### config.mk
export PLATFORM = sky130hd
export DESIGN_NAME = uart_tx_serializer
export DESIGN_NICKNAME = d
export VERILOG_FILES = /design/src/rtl/uart_pkg.sv /design/src/rtl/uart_tx_bit_timer.sv /design/src/rtl/uart_tx_serializer.sv
export SDC_FILE = /design/constraint.sdc
export NUM_CORES = 1
export LEC_CHECK = 0
export BUFFER_PORTS_ARGS = -buffer_cell sky130_fd_sc_hd__buf_2
export CORE_ASPECT_RATIO = 0.75
export CORE_MARGIN = 5
export CORE_UTILIZATION = 45
export CTS_CLUSTER_SIZE = 30
export DETAILED_ROUTE_END_ITERATION = 8
export MAX_ROUTING_LAYER = met4
export SKIP_CTS_REPAIR_TIMING = 1
export SYNTH_ARGS = -nofsm -noshare
export SYNTH_HDL_FRONTEND = slang
export SYNTH_SLANG_ARGS = --single-unit
### constraint.sdc
create_clock -name CLK -period 2.3 [get_ports CLK]
set_clock_uncertainty 0.05 [all_clocks]
set_input_delay 0.115 -clock CLK [delete_from_list [all_inputs] [get_ports CLK]]
set_output_delay 0.115 -clock CLK [all_outputs]
set_load 0.01 [all_outputs]
### src/rtl/uart_pkg.sv
// Shared UART definitions: FSM state encodings and line/parity constants
// used by both the transmit and receive paths.
`default_nettype none

package uart_pkg;

   localparam logic [2:0] ST_IDLE   = 3'd0;
   localparam logic [2:0] ST_START  = 3'd1;
   localparam logic [2:0] ST_DATA   = 3'd2;
   localparam logic [2:0] ST_PARITY = 3'd3;
   localparam logic [2:0] ST_STOP   = 3'd4;

   localparam logic PAR_EVEN  = 1'b0;
   localparam logic PAR_ODD   = 1'b1;
   localparam logic LINE_IDLE = 1'b1;

endpackage

`default_nettype wire

### src/rtl/uart_tx_bit_timer.sv
// Per-bit cycle counter: counts 0..Prescale-1 while running and flags the
// last cycle of each bit; same counting rules as the receiver's edge counter.
`default_nettype none

module uart_tx_bit_timer #(
   parameter int Prescale_Width = 6
) (
   input  logic                      CLK,
   input  logic                      RST,
   input  logic [Prescale_Width-1:0] Prescale,
   input  logic                      run,
   output logic [Prescale_Width-1:0] edge_cnt,
   output logic                      bit_done
);

   localparam logic [Prescale_Width-1:0] ONE = Prescale_Width'(1);

   // Prescale is the latched, already non-zero value, so Prescale-1 never wraps.
   assign bit_done = run && (edge_cnt == (Prescale - ONE));

   always_ff @(posedge CLK or negedge RST) begin
      if (!RST) begin
         edge_cnt <= '0;
      end else if (!run || bit_done) begin
         edge_cnt <= '0;
      end else begin
         edge_cnt <= edge_cnt + ONE;
      end
   end

endmodule

`default_nettype wire

### src/rtl/uart_tx_serializer.sv
// UART transmitter: accepts a parallel word on handshake and shifts out
// start, LSB-first data, optional parity and stop bits at Prescale cycles/bit.
`default_nettype none

module uart_tx_serializer
   import uart_pkg::*;
#(
   parameter int DATA_WIDTH     = 8,
   parameter int Prescale_Width = 6
) (
   input  logic                      CLK,
   input  logic                      RST,
   input  logic [DATA_WIDTH-1:0]     P_DATA,
   input  logic                      Data_Valid,
   input  logic                      PAR_EN,
   input  logic                      PAR_TYP,
   input  logic [Prescale_Width-1:0] Prescale,
   output logic                      TX_OUT,
   output logic                      busy
);

   localparam int IDX_W = (DATA_WIDTH > 1) ? $clog2(DATA_WIDTH) : 1;
   localparam logic [IDX_W-1:0] LAST_IDX = IDX_W'(DATA_WIDTH - 1);
   localparam logic [IDX_W-1:0] IDX_ONE  = IDX_W'(1);

   logic [2:0]                state;
   logic [DATA_WIDTH-1:0]     data_q;
   logic                      par_en_q;
   logic                      par_typ_q;
   logic [Prescale_Width-1:0] prescale_q;
   logic [IDX_W-1:0]          bit_idx;
   logic [IDX_W-1:0]          next_idx;
   logic                      tx_q;
   logic                      busy_q;
   logic                      run;
   logic                      bit_done;
   logic                      parity_bit;
   logic [Prescale_Width-1:0] edge_cnt_unused;

   assign run        = (state != ST_IDLE);
   assign next_idx   = bit_idx + IDX_ONE;
   assign parity_bit = (par_typ_q == PAR_ODD) ? ~^data_q : ^data_q;
   assign TX_OUT     = tx_q;
   assign busy       = busy_q;

   uart_tx_bit_timer #(
      .Prescale_Width (Prescale_Width)
   ) u_bit_timer (
      .CLK      (CLK),
      .RST      (RST),
      .Prescale (prescale_q),
      .run      (run),
      .edge_cnt (edge_cnt_unused),
      .bit_done (bit_done)
   );

   always_ff @(posedge CLK or negedge RST) begin
      if (!RST) begin
         state      <= ST_IDLE;
         data_q     <= '0;
         par_en_q   <= 1'b0;
         par_typ_q  <= PAR_EVEN;
         prescale_q <= Prescale_Width'(1);
         bit_idx    <= '0;
         tx_q       <= LINE_IDLE;
         busy_q     <= 1'b0;
      end else begin
         case (state)
            ST_IDLE: begin
               tx_q    <= LINE_IDLE;
               busy_q  <= 1'b0;
               bit_idx <= '0;
               if (Data_Valid) begin
                  data_q     <= P_DATA;
                  par_en_q   <= PAR_EN;
                  par_typ_q  <= PAR_TYP;
                  // A zero prescale would never complete a bit; run it as one cycle.
                  prescale_q <= (Prescale == '0) ? Prescale_Width'(1) : Prescale;
                  state      <= ST_START;
                  tx_q       <= 1'b0;
                  busy_q     <= 1'b1;
               end
            end
            ST_START: begin
               if (bit_done) begin
                  state   <= ST_DATA;
                  bit_idx <= '0;
                  tx_q    <= data_q[0];
               end
            end
            ST_DATA: begin
               if (bit_done) begin
                  if (bit_idx == LAST_IDX) begin
                     if (par_en_q) begin
                        state <= ST_PARITY;
                        tx_q  <= parity_bit;
                     end else begin
                        state <= ST_STOP;
                        tx_q  <= LINE_IDLE;
                     end
                  end else begin
                     bit_idx <= next_idx;
                     tx_q    <= data_q[next_idx];
                  end
               end
            end
            ST_PARITY: begin
               if (bit_done) begin
                  state <= ST_STOP;
                  tx_q  <= LINE_IDLE;
               end
            end
            ST_STOP: begin
               if (bit_done) begin
                  state  <= ST_IDLE;
                  busy_q <= 1'b0;
               end
            end
            default: begin
               state  <= ST_IDLE;
               tx_q   <= LINE_IDLE;
               busy_q <= 1'b0;
            end
         endcase
      end
   end

endmodule

`default_nettype wire

# == Yosys cells after proc, flatten, opt, wreduce, memory -nomap -nowiden ==
# Index checks and enable logic that the tools add are counted.
# totals
regBits,30
inputBits,19
out_inout_bits,2
# classes
n_addsub,3
n_lt_le_gt_ge,1
eq_ne,13
n_mux,26
bitwise,2
reduce_logical,15
# ops
operator,n
two-way mux 3 bit,9
one-hot mux 3 bit (5 select lines),1
two-way mux 6 bit,2
two-way mux 1 bit,10
one-hot mux 3 bit (3 select lines),1
inequality test 2 x 1 -> 1 bit (second input constant),4
AND reduction 4 bit,2
XNOR reduction 8 bit,1
XOR reduction 8 bit,1
adder 6 x 1 -> 6 bit (second input constant),1
== test 3 x 2 -> 1 bit (second input constant),2
== test 3 bit (second input constant),2
== test 6 bit,1
logical NOT 6 bit,1
inequality test 2 bit (second input constant),3
AND reduction 6 bit,1
nonzero test 3 bit,2
subtractor 6 x 1 -> 6 bit (second input constant),1
one-hot mux 1 bit (5 select lines),1
less-than comparator 3 x 4 -> 1 bit (second input constant),1
AND reduction 2 bit,2
adder 3 x 1 -> 3 bit (second input constant),1
binary-select mux 1 bit (select 3 bit),1
== test 3 x 1 -> 1 bit (second input constant),1
7 further kinds,8

# == Longest topological paths before layout ==
# Gate-level depths: netlist of run 1.
# depth
depth_word,6
ltp_mapped,9

# == By module ==
# A second synthesis of run 1 with hierarchy kept.
# hier_totals
cells_unflattened,150
hier_area_um2,1699.1
# modules_own_cells
mod,n_inst,cells_each,area_each_um2
uart_tx_serializer,1,103,1243.7
uart_tx_bit_timer,1,47,455.4

# == Worst setup path before layout of run 1 ==
# Ideal clock, no wire load.
# synth_timing
path_type,register -> register
from,register prescale_q[0]
to,register state[0]
setup_time_ns,0.139
arrival_ns,1.925
path_slack_ns,0.186
path_stages_with_launch,10
path_cell_list,dfstp_2 > inv_1 > ha_1 > xor2_1 > nor2_1 > a21oi_1 > a2111o_1 > buf_2 > a22oi_1 > o32ai_1
# synth_via
elab_chain_cells,5
word_cells_on_any_way,8
classes_between,1 x add/sub; 5 x eq/ne; 2 x reduce/logical
# synth_rtl
element,line_no,text
"start, declared",uart_tx_serializer.sv:30,logic [Prescale_Width-1:0] prescale_q;
"start signal, assigned",uart_tx_serializer.sv:63,prescale_q <= Prescale_Width'(1);
"start signal, assigned",uart_tx_serializer.sv:78,prescale_q <= (Prescale == '0) ? Prescale_Width'(1) : Prescale;
subtractor 6 x 1 -> 6 bit (*),uart_tx_bit_timer.sv:19,assign bit_done = run && (edge_cnt == (Prescale - ONE));
== test 6 bit (*),uart_tx_bit_timer.sv:19,
logical AND 1 bit (*),uart_tx_bit_timer.sv:19,
inequality test 2 x 1 -> 1 bit (no source line),--,
AND reduction 6 bit (no source line) (*),--,
"end signal, assigned",uart_tx_serializer.sv:59,state <= ST_IDLE;
"end signal, assigned",uart_tx_serializer.sv:79,state <= ST_START;
"end signal, assigned",uart_tx_serializer.sv:86,state <= ST_DATA;
"end, declared",uart_tx_serializer.sv:26,logic [2:0] state;
# Every way passes the cells marked *; elsewhere a longest branch is shown, timed or not.
# A chain may end at the register's enable or synchronous reset.

# == Worst setup path after layout of run 1 ==
# Same ends and word-level chain as after synthesis.

==> results of run 1 <==
[through the flow]
| step | TNS (ps) | util, % | area (µm²) | total power (µW) | std cells |
|---|---|---|---|---|---|
| 2_1_floorplan | 0 | - | 1647 | 1877 | 156 |
| 3_3_place_gp | 0 | 50.30 | 1805 | 2069 | 225 |
| 3_5_place_dp | -0.1306 | 50.30 | 1805 | 2116 | 225 |
| 4_1_cts | -53.76 | 52.60 | 1888 | 2530 | 233 |
| 5_1_grt | -300.9 | 54.41 | 1953 | 2825 | 236 |
| 6_report | 0 | 54.41 | 1953 | 2603 | 236 |
[path summary, 6_finish.rpt]
check	startpoint	end	slack [ps]
max	prescale_q[0]	state[0]	20
min	Prescale[1]	prescale_q[1]	-1
max reg2reg	prescale_q[0]	state[0]	20
min reg2reg	u_bit_timer.edge_cnt[0]	u_bit_timer.edge_cnt[0]	450
max in group asynchronous	RST	data_q[2]	1400
min in group asynchronous	RST	bit_idx[1]	360
[layout by cell type, fill, tap and decap left out, types with 3 or more instances in the layout]
cell / synthesis / final
a21oi_1: 6 / 5
xor2_1: 8 / 8
ha_1: 4 / 3
buf_4: 2 / 4
xnor2_1: 12 / 12
nor2_1: 15 / 14
inv_1: 6 / 5
dfrtp_1: 28 / 28
nand2_1: 10 / 10
nand3_1: 3 / 3
clkbuf_8: 0 / 5
mux2i_1: 3 / 3
mux2_2: 13 / 13
buf_2: 3 / 20
or3_1: 4 / 3
o21ai_1: 1 / 3
o21ai_0: 9 / 7
[logic make-up (layout without fill, tap and decap cells)]
logic type               Yosys count  after routing
buffers and inverters             12             40
XOR/XNOR                          20             20
AO/OA/AOI/OAI                     26             26
multiplexers                      18             18
adder cells (fa/ha/maj)            4              4
AND/OR/NAND/NOR                   46             46
flip-flops                        30             30
[cell type report]
cell class	instances	area, µm²
tap	52	65.06
clock inverter	2	10.01
timing repair buffer	26	151.4
clock buffer	6	72.57
inverter	6	22.52
sequential	30	753.2
multi-input combinational	114	878.3
fill	339	1637
[power by group]
part / switching, µW / leakage (µW) / internal [µW]
Sequential: 240 / 0.000369 / 757
Combinational: 536 / 0.000431 / 665
Clock: 195 / 0.0000450 / 209
[metal layers]
layer / global-route usage (%) / part of all wire, %
met1: 22.03 / 49
met2: 20.73 / 45
met3: 4.323 / 5.3
met4: 6.540 / 1.3
met5: - / 0
[state kept, by name, indices dropped and copies added (netlist names)]
register	cells
state	3
par_typ_q	1
data_q	8
TX_OUT	1
prescale_q	6
busy	1
par_en_q	1
u_bit_timer.edge_cnt	6
bit_idx	3
[critical path: stages, from the launching register on]
cell and delay [ps]:
dfstp_2 570, inv_2 60, ha_4 170, xor2_1 140
nor2_1 110, a21oi_1 50, a2111o_1 540, buf_6 190
a22oi_2 170, o32ai_2 110
==> summary.md, run 1 <==
| Metric | Value |
|---|---|
| Num CTS Buffers | 5 |
| Post-synthesis sequential area ratio | 45.74% |
| Compound-Gate Fraction of Synth Area | 9.802% |
| Worst hold slack | -1.274 ps |
| Cells after Synth | 156 |
| Synth top area share | 42.55% |
| Vias in the first global route | 1232 |
| Clock-pin slew on the worst setup and hold paths | 70 ps |
| Dpl ws | -0.1306 ps |
| Peak VDD IR | 0.0007606 V |
| Final worst slack | 18.24 ps |
| Post-synthesis net count | 179 |
| Core Rows | 19 |
| Adder-Cell Fraction of Synth Area | 3.040% |
| Max_slew headroom | 54.64% |
| Cell taking the most area after synthesis | dfrtp_1 |
| Setup-failing EPs final | 0 |
| CTS tree | done |
| Cell Area, Synth | 0.001647 mm² |
| Global-route wire length before repair | 5.878 mm |
| Hold depth | 3 |
| Via density | 5.127 |
| Final Hold Violating Endpoints | 1 |
| Ratio of cells with drive above 1 in the final layout | 32.61% |
| Critical Path AT | 2370 ps |
| Min Clock Period, post-route | 2282 ps |
| Period utilisation layout | 99.21% |
| R2R depth | 9 |
| Largest net degree at the start of global routing | 31 |
| # diodes | 0 |
| I/O pin count | 21 |
| Yosys warning count | 0 |
| GRT Residual Overflow | 0 |
| HP Class | in -> reg |
| Area delta synth->final | 18.62% |
| EDFF count, synth | 0 |
| Core area | 0.003590 mm² |
| Initial antenna violation count | 0 |
| Synth Register Bits | 30 |
| Max-Cap Viols | 0 |
| Die width | 79.85 µm |
| LEAKAGE | 0.0008447 µW |
| Mux cell area share after synthesis | 13.45% |
| Final wirelength | 3.372 mm |
| Post-DR wirelength/cell | 14.29 µm |
| Critical path fanouts, max | 8 |
| Status | complete, but fails checks |
| Vias post-DR | 1210 |
| CP required | 2380 ps |
| Ys async rst share | 100.0% |
| Post-synth cell types | 37 |
| DR iter-0 viols | 53 |
| Slew Viols, Final | 0 |
| DRC | 0 |
| Root Buffer | clkbuf_8 |
| DPL Wire Length | 2.358 mm |
| Crit Path Class | reg -> reg |
| Nets | 206 |
| Failing checks | negative hold slack |
| Most frequent cells after synthesis | dfrtp_1 (28), nor2_1 (15), mux2_2 (13), xnor2_1 (12), nand2_1 (10) |
| Critical Path Start Type | register |
| Dominant synthesized flop cell | dfrtp_1 |
| Insertion delay to the later sink of the worst-skew pair | 280 ps |
| CP Capture Type | register |
| Synth Area per Inst | 10.55 µm² |
| Die Area | 0.004981 mm² |
| ANT nets after route | 0 |
| Chip height | 62.39 µm |
| Largest family of logic cells by synthesized area | simple AND/OR/NAND/NOR gates |
| CTS Sinks | 30 |
| Worst-margin pin slew | 680.4 ps |
| Synth Area in XOR/XNOR | 10.64% |
| Ratio of total power to cell area | 1333 mW/mm² |
| H-tree Lvls | 2 |
| Starting Density | 45.87% |
| Fmax | 438.3 MHz |
| Total GRT Usage | 15.55% |
| Post-Synth Simple-Gate Area | 13.91% |
| Top post-synthesis cells by area | dfrtp_1 (43%), mux2_2 (8.9%), xnor2_1 (6.4%) |
| GPL Wtd Cong | 0.8185 |
| Unrepaired setup endpoints after global routing | true |
| Clock Path Buffers | 2 |
| IO Port Bufs | 20 |
| Most common cell in the netlist | dfrtp_1 |
| First-pass iteration count of the detailed router | 4 |
No activity file was read; power rests on OpenSTA's default activity.
==> inputs of run 2 (changes only) <==
- CORE_UTILIZATION: 45 -> 40
==> summary.md, run 2 (same netlist as run 1, synthesis figures left out) <==
| Metric | Value |
|---|---|
| Critical Path Max Stage Delay | 540 ps (was 570 ps) |
| Vias in the first global route | 1193 (was 1232) |
| Worst hold slack | -11.53 ps (was -1.274 ps) |
| CTS Sinks | 30 (unchanged) |
| Nets | 207 (was 206) |
| Chip height | 65.57 µm (was 62.39 µm) |
| CP required | 2470 ps (was 2380 ps) |
| Final core occ | 50.63% (was 54.41%) |
| Core Rows | 20 (was 19) |
| Slew Viols, Final | 0 (unchanged) |
| Max reg flops | 8 (unchanged) |
| Critical Path AT | 2450 ps (was 2370 ps) |
| Final wirelength | 3.313 mm (was 3.372 mm) |
| LEAKAGE | 0.0008739 µW (was 0.0008447 µW) |
| Global-route wire length before repair | 5.478 mm (was 5.878 mm) |
| Root Buffer | clkbuf_8 (unchanged) |
| Most frequent cells in the layout | dfrtp_1 (28), buf_2 (20), nor2_1 (14) (unchanged) |
| Fmax | 439.7 MHz (was 438.3 MHz) |
| I/O pin count | 21 (unchanged) |
| Crit-path leading delay family | compound AO/OA/AOI/OAI gates (unchanged) |
| HP Class | in -> reg (unchanged) |
| Critical path's slowest cell | dfstp_2 (unchanged) |
| Ratio of cells with drive above 1 in the final layout | 34.05% (was 32.61%) |
| ANT nets after route | 0 (unchanged) |
| Starting Density | 41.12% (was 45.87%) |
| Area delta synth->final | 23.10% (was 18.62%) |
| Total power | 2904 µW (was 2603 µW) |
| Via density | 5.183 (was 5.127) |
| GPL Wtd Cong | 0.8124 (was 0.8185) |
| Period utilisation layout | 98.88% (was 99.21%) |
| First-pass iteration count of the detailed router | 4 (unchanged) |
| Peak VDD IR | 0.0005658 V (was 0.0007606 V) |
| Final setup TNS | 0 ps (unchanged) |
| CP Capture Type | register (unchanged) |
| Largest net degree at the start of global routing | 31 (unchanged) |
| DRC | 0 (unchanged) |
| Total GRT Usage | 13.13% (was 15.55%) |
| CTS tree | done (unchanged) |
| Crit Path Class | reg -> reg (unchanged) |
| Post-DR wirelength/cell | 13.80 µm (was 14.29 µm) |
| Most flops, register | data_q (unchanged) |
| Die width | 84.09 µm (was 79.85 µm) |
| Largest regs | data_q (8), prescale_q (6), u_bit_timer.edge_cnt (6) (unchanged) |
| DR iter-0 viols | 123 (was 53) |
| Max-Cap Viols | 0 (unchanged) |
| Die Area | 0.005513 mm² (was 0.004981 mm²) |
| Initial antenna violation count | 0 (unchanged) |
| Max_slew headroom | 55.27% (was 54.64%) |
| IO Port Bufs | 20 (unchanged) |
| Setup-failing EPs final | 0 (unchanged) |
| Clock Path Buffers | 2 (unchanged) |
| Clock-pin slew on the worst setup and hold paths | 70 ps (about the same) |
| GRT Residual Overflow | 0 (unchanged) |
| # diodes | 0 (unchanged) |
| Core area | 0.004004 mm² (was 0.003590 mm²) |
| Failing checks | negative hold slack (unchanged) |
| Commonest non-fill, non-tap cell in the layout | dfrtp_1 (unchanged) |
| Critical Path Start Type | register (unchanged) |
| DPL Wire Length | 2.321 mm (was 2.358 mm) |
| Vias post-DR | 1244 (was 1210) |
| Worst-margin pin slew | 670.9 ps (was 680.4 ps) |
| Final Hold Violating Endpoints | 1 (unchanged) |
| Insertion delay to the later sink of the worst-skew pair | 290 ps (was 280 ps) |
| H-tree Lvls | 2 (unchanged) |
| Critical path fanouts, max | 6 (was 8) |
| CP Cell Sequence | inv_2 > ha_4 > xor2_1 > nor2_1 > a21oi_1 > a2111o_1 > buf_6 > buf_4 > a31oi_2 > o31a_1 (was inv_2 > ha_4 > xor2_1 > nor2_1 > a21oi_1 > a2111o_1 > buf_6 > a22oi_2 > o32ai_2) |
| Status | complete, but fails checks (unchanged) |
| Min Clock Period, post-route | 2274 ps (was 2282 ps) |
| Ratio of total power to cell area | 1433 mW/mm² (was 1333 mW/mm²) |
| Filler instances | 384 (was 339) |
| Num CTS Buffers | 5 (unchanged) |
| Worst path bufs/invs | 3 (was 2) |
## run 2: changes by cell type in the layout (fill, tap and decap cells not counted), moves of 2 or more
cell	change
o21ai_0	+2
clkinv_2	-2
o21ai_1	-3
bufinv_16	+2
## run 2: worst paths after layout
check | startpoint | to | slack [ps] | depth (start not counted)
min reg2reg | u_bit_timer.edge_cnt[0] | u_bit_timer.edge_cnt[0] | 470 | 1
max | prescale_q[0] | TX_OUT | 30 | 10
min in group asynchronous | RST | state[0] | 350 | 2
max reg2reg | prescale_q[0] | TX_OUT | 30 | 10
min | PAR_EN | par_en_q | -10 | 3
max in group asynchronous | RST | state[2] | 1410 | 2
## run 2: power breakdown
| group | switching (µW) | internal (µW) | total, µW |
|---|---|---|---|
| clock | 204 | 462 | 666 |
| sequential | 234 | 756 | 990 |
| combinational | 563 | 685 | 1250 |
## run 2: metrics by stage
stage               setup WS [ps]  area (µm²)  cells
floorplan                   185.6        1647    156
global placement            59.65        1809    228
detailed placement          1.869        1809    228
CTS                        -12.40        1952    236
global route               -33.08        2027    240
finish                      25.82        2027    240
## run 2: metal layers
metal | vias to the layer above | track usage, % | wire length (µm)
met5 | - | - | 0
met4 | 0 | 6.024 | 63
met3 | 10 | 4.135 | 201
met2 | 42 | 18.11 | 1436
met1 | 590 | 17.55 | 1611
li1 | 602 | - | -
## run 2: worst min-delay path, delay by kind of cell
| kind | cells | cell delay, ps |
|---|---|---|
| compound gates | 1 | 60 |
| buf+inv | 1 | 80 |
| simple gates | 1 | 40 |
## run 2: cell type report
cell class / instances / area [µm²] / area share (%)
multi-input cells: 114 / 883.3 / 43.58
flip-flops and latches: 30 / 753.2 / 37.16
repair buffers: 27 / 156.4 / 7.716
clock buffers: 6 / 82.58 / 4.074
well taps: 55 / 68.82 / 3.395
clock inverters: 2 / 60.06 / 2.963
inverters: 6 / 22.52 / 1.111
==> inputs of run 3 (changes only) <==
- CORE_UTILIZATION: 40 -> 57
- PLACE_DENSITY: not set -> 0.79
==> summary.md, run 3 (same netlist as run 1, synthesis figures left out) <==
| Metric | Value |
|---|---|
| Via density | 5.484 (was 5.183) |
| Status | finished clean (was complete, but fails checks) |
| Die width | 72.06 µm (was 84.09 µm) |
| Placed cell count | 210 (was 228) |
| Final Hold Violating Endpoints | 0 (was 1) |
| I/O pin count | 21 (unchanged) |
| Most flops, register | data_q (unchanged) |
| Worst hold slack | 6.339 ps (was -11.53 ps) |
| Largest regs | data_q (8), prescale_q (6), u_bit_timer.edge_cnt (6) (unchanged) |
| Critical Path Start Type | register (unchanged) |
| Most frequent cells in the layout | dfrtp_1 (28), buf_2 (20), nor2_1 (15) (was dfrtp_1 (28), buf_2 (20), nor2_1 (14)) |
| DPL Wire Length | 2.412 mm (was 2.321 mm) |
| Unrepaired setup endpoints after global routing | true |
| CP Cell Sequence | inv_2 > ha_4 > xor2_1 > nor2_1 > a21oi_1 > a2111o_1 > buf_6 > or3_1 > o211ai_1 (was inv_2 > ha_4 > xor2_1 > nor2_1 > a21oi_1 > a2111o_1 > buf_6 > buf_4 > a31oi_2 > o31a_1) |
| Insertion delay to the later sink of the worst-skew pair | 290 ps (about the same) |
| Max-Cap Viols | 0 (unchanged) |
| Largest net degree at the start of global routing | 31 (unchanged) |
| Setup-failing EPs final | 0 (unchanged) |
| Final wirelength | 3.378 mm (was 3.313 mm) |
| Min Clock Period, post-route | 2266 ps (was 2274 ps) |
| Ratio of cells with drive above 1 in the final layout | 31.55% (was 34.05%) |
| LEAKAGE | 0.0008577 µW (was 0.0008739 µW) |
| DRC | 0 (unchanged) |
| Crit Path Class | reg -> reg (unchanged) |
| Num CTS Buffers | 5 (unchanged) |
| Critical Path AT | 2420 ps (was 2450 ps) |
| CP required | 2450 ps (was 2470 ps) |
| Clock-pin slew on the worst setup and hold paths | 70 ps (about the same) |
| Cell Area, Placed | 0.001793 mm² (was 0.001809 mm²) |
| Finished Cell Area | 0.001944 mm² (was 0.002027 mm²) |
| Critical path's slowest cell | dfstp_2 (unchanged) |
| Filler instances | 189 (was 384) |
| # diodes | 0 (unchanged) |
| ANT nets after route | 0 (unchanged) |
| Vias post-DR | 1223 (was 1244) |
| Core area | 0.002683 mm² (was 0.004004 mm²) |
| CTS tree | done (unchanged) |
| Max_slew headroom | 56.13% (was 55.27%) |
| Chip height | 56.55 µm (was 65.57 µm) |
| DR iter-0 viols | 113 (was 123) |
| Worst-margin pin slew | 658.1 ps (was 670.9 ps) |
| IO Port Bufs | 20 (unchanged) |
| Area occupied by multi-input gates | 854.6 µm² (was 883.3 µm²) |
| Total GRT Usage | 19.27% (was 13.13%) |
| Clock Path Buffers | 2 (unchanged) |
| Max reg flops | 8 (unchanged) |
| Commonest non-fill, non-tap cell in the layout | dfrtp_1 (unchanged) |
| Initial antenna violation count | 0 (unchanged) |
| Ratio of total power to cell area | 1372 mW/mm² (was 1433 mW/mm²) |
| CP Capture Type | register (unchanged) |
| Fmax | 441.3 MHz (was 439.7 MHz) |
| Period utilisation layout | 98.53% (was 98.88%) |
| Root Buffer | clkbuf_8 (unchanged) |
| GRT Residual Overflow | 0 (unchanged) |
| Critical path fanouts, max | 7 (was 6) |
| HP Class | in -> reg (unchanged) |
| Slew Viols, Final | 0 (unchanged) |
| H-tree Lvls | 2 (unchanged) |
| Post-DR wirelength/cell | 15.15 µm (was 13.80 µm) |
| Die Area | 0.004075 mm² (was 0.005513 mm²) |
| CTS Sinks | 30 (unchanged) |
| Area delta synth->final | 18.08% (was 23.10%) |
| Peak VDD IR | 0.0008083 V (was 0.0005658 V) |
| Fin cells | 223 (was 240) |
| Final setup TNS | 0 ps (unchanged) |
| Register Area | 753.2 µm² (unchanged) |
| Vias in the first global route | 1222 (was 1193) |
| Starting Density | 61.38% (was 41.12%) |
| First-pass iteration count of the detailed router | 4 (unchanged) |
| GPL Wtd Cong | 0.8727 (was 0.8124) |
| Global-route wire length before repair | 5.865 mm (was 5.478 mm) |
| Core Rows | 16 (was 20) |
| Critical Path Max Stage Delay | 530 ps (was 540 ps) |
| Nets | 209 (was 207) |
==> run 3: cell types whose count changed in the layout (fill, tap and decap cells not counted), sizes merged <==
cell | before | now
clkinvlp | 0 | 1
clkbuf | 7 | 6
bufinv | 2 | 0
buf | 25 | 28
clkinv | 0 | 1
==> run 3: path summary, 6_finish.rpt <==
check	startpoint	to	slack (ps)	depth (start not counted)
hold / removal	PAR_EN	par_en_q	6	3
hold reg to reg	u_bit_timer.edge_cnt[0]	u_bit_timer.edge_cnt[0]	490	1
setup / recovery	prescale_q[0]	bit_idx[1]	30	9
min in group asynchronous	RST	prescale_q[3]	360	2
setup reg to reg	prescale_q[0]	bit_idx[1]	30	9
max in group asynchronous	RST	busy	1400	2
==> run 3: report_power, final <==
group	internal, µW	switching (µW)	total [µW]
registers	756	241	997
clock network	240	204	444
logic	671	554	1230
==> run 3: critical path: cells and delay by family, from the launching register on <==
| family | cells | cell delay [ps] |
|---|---|---|
| adder cells (fa/ha/maj) | 1 | 160 |
| flip-flops | 1 | 530 |
| AND/OR/NAND/NOR | 2 | 430 |
| AO/OA/AOI/OAI | 3 | 650 |
| XOR/XNOR | 1 | 140 |
| buffers and inverters | 2 | 220 |
==> run 3: cell type report <==
class	count	area share [%]
Timing Repair Buffer	29	8.945
Inverter	6	1.158
Clock inverter	2	0.6435
Tap cell	36	2.317
Multi-Input combinational cell	114	43.95
Sequential cell	30	38.74
Clock buffer	6	4.247
==> run 3: through the flow <==
stage               total power (µW)  setup WS, ps  utilization (%)
finish                          2667         33.84            72.48
global route                    2865        -47.25            72.48
CTS                             2602        0.3524            70.38
detailed placement              2144         22.13            66.84
global placement                2073         82.19            66.84
floorplan                       1877         185.6                -
==> run 3: metal layers <==
metal	vias up	track usage [%]	share of wire, %	wire length (µm)
met5	-	-	0	0
met4	0	7.239	1.2	40
met3	5	5.348	4.5	153
met1	585	26.33	49	1652
li1	604	-	-	-
met2	29	27.11	45	1531
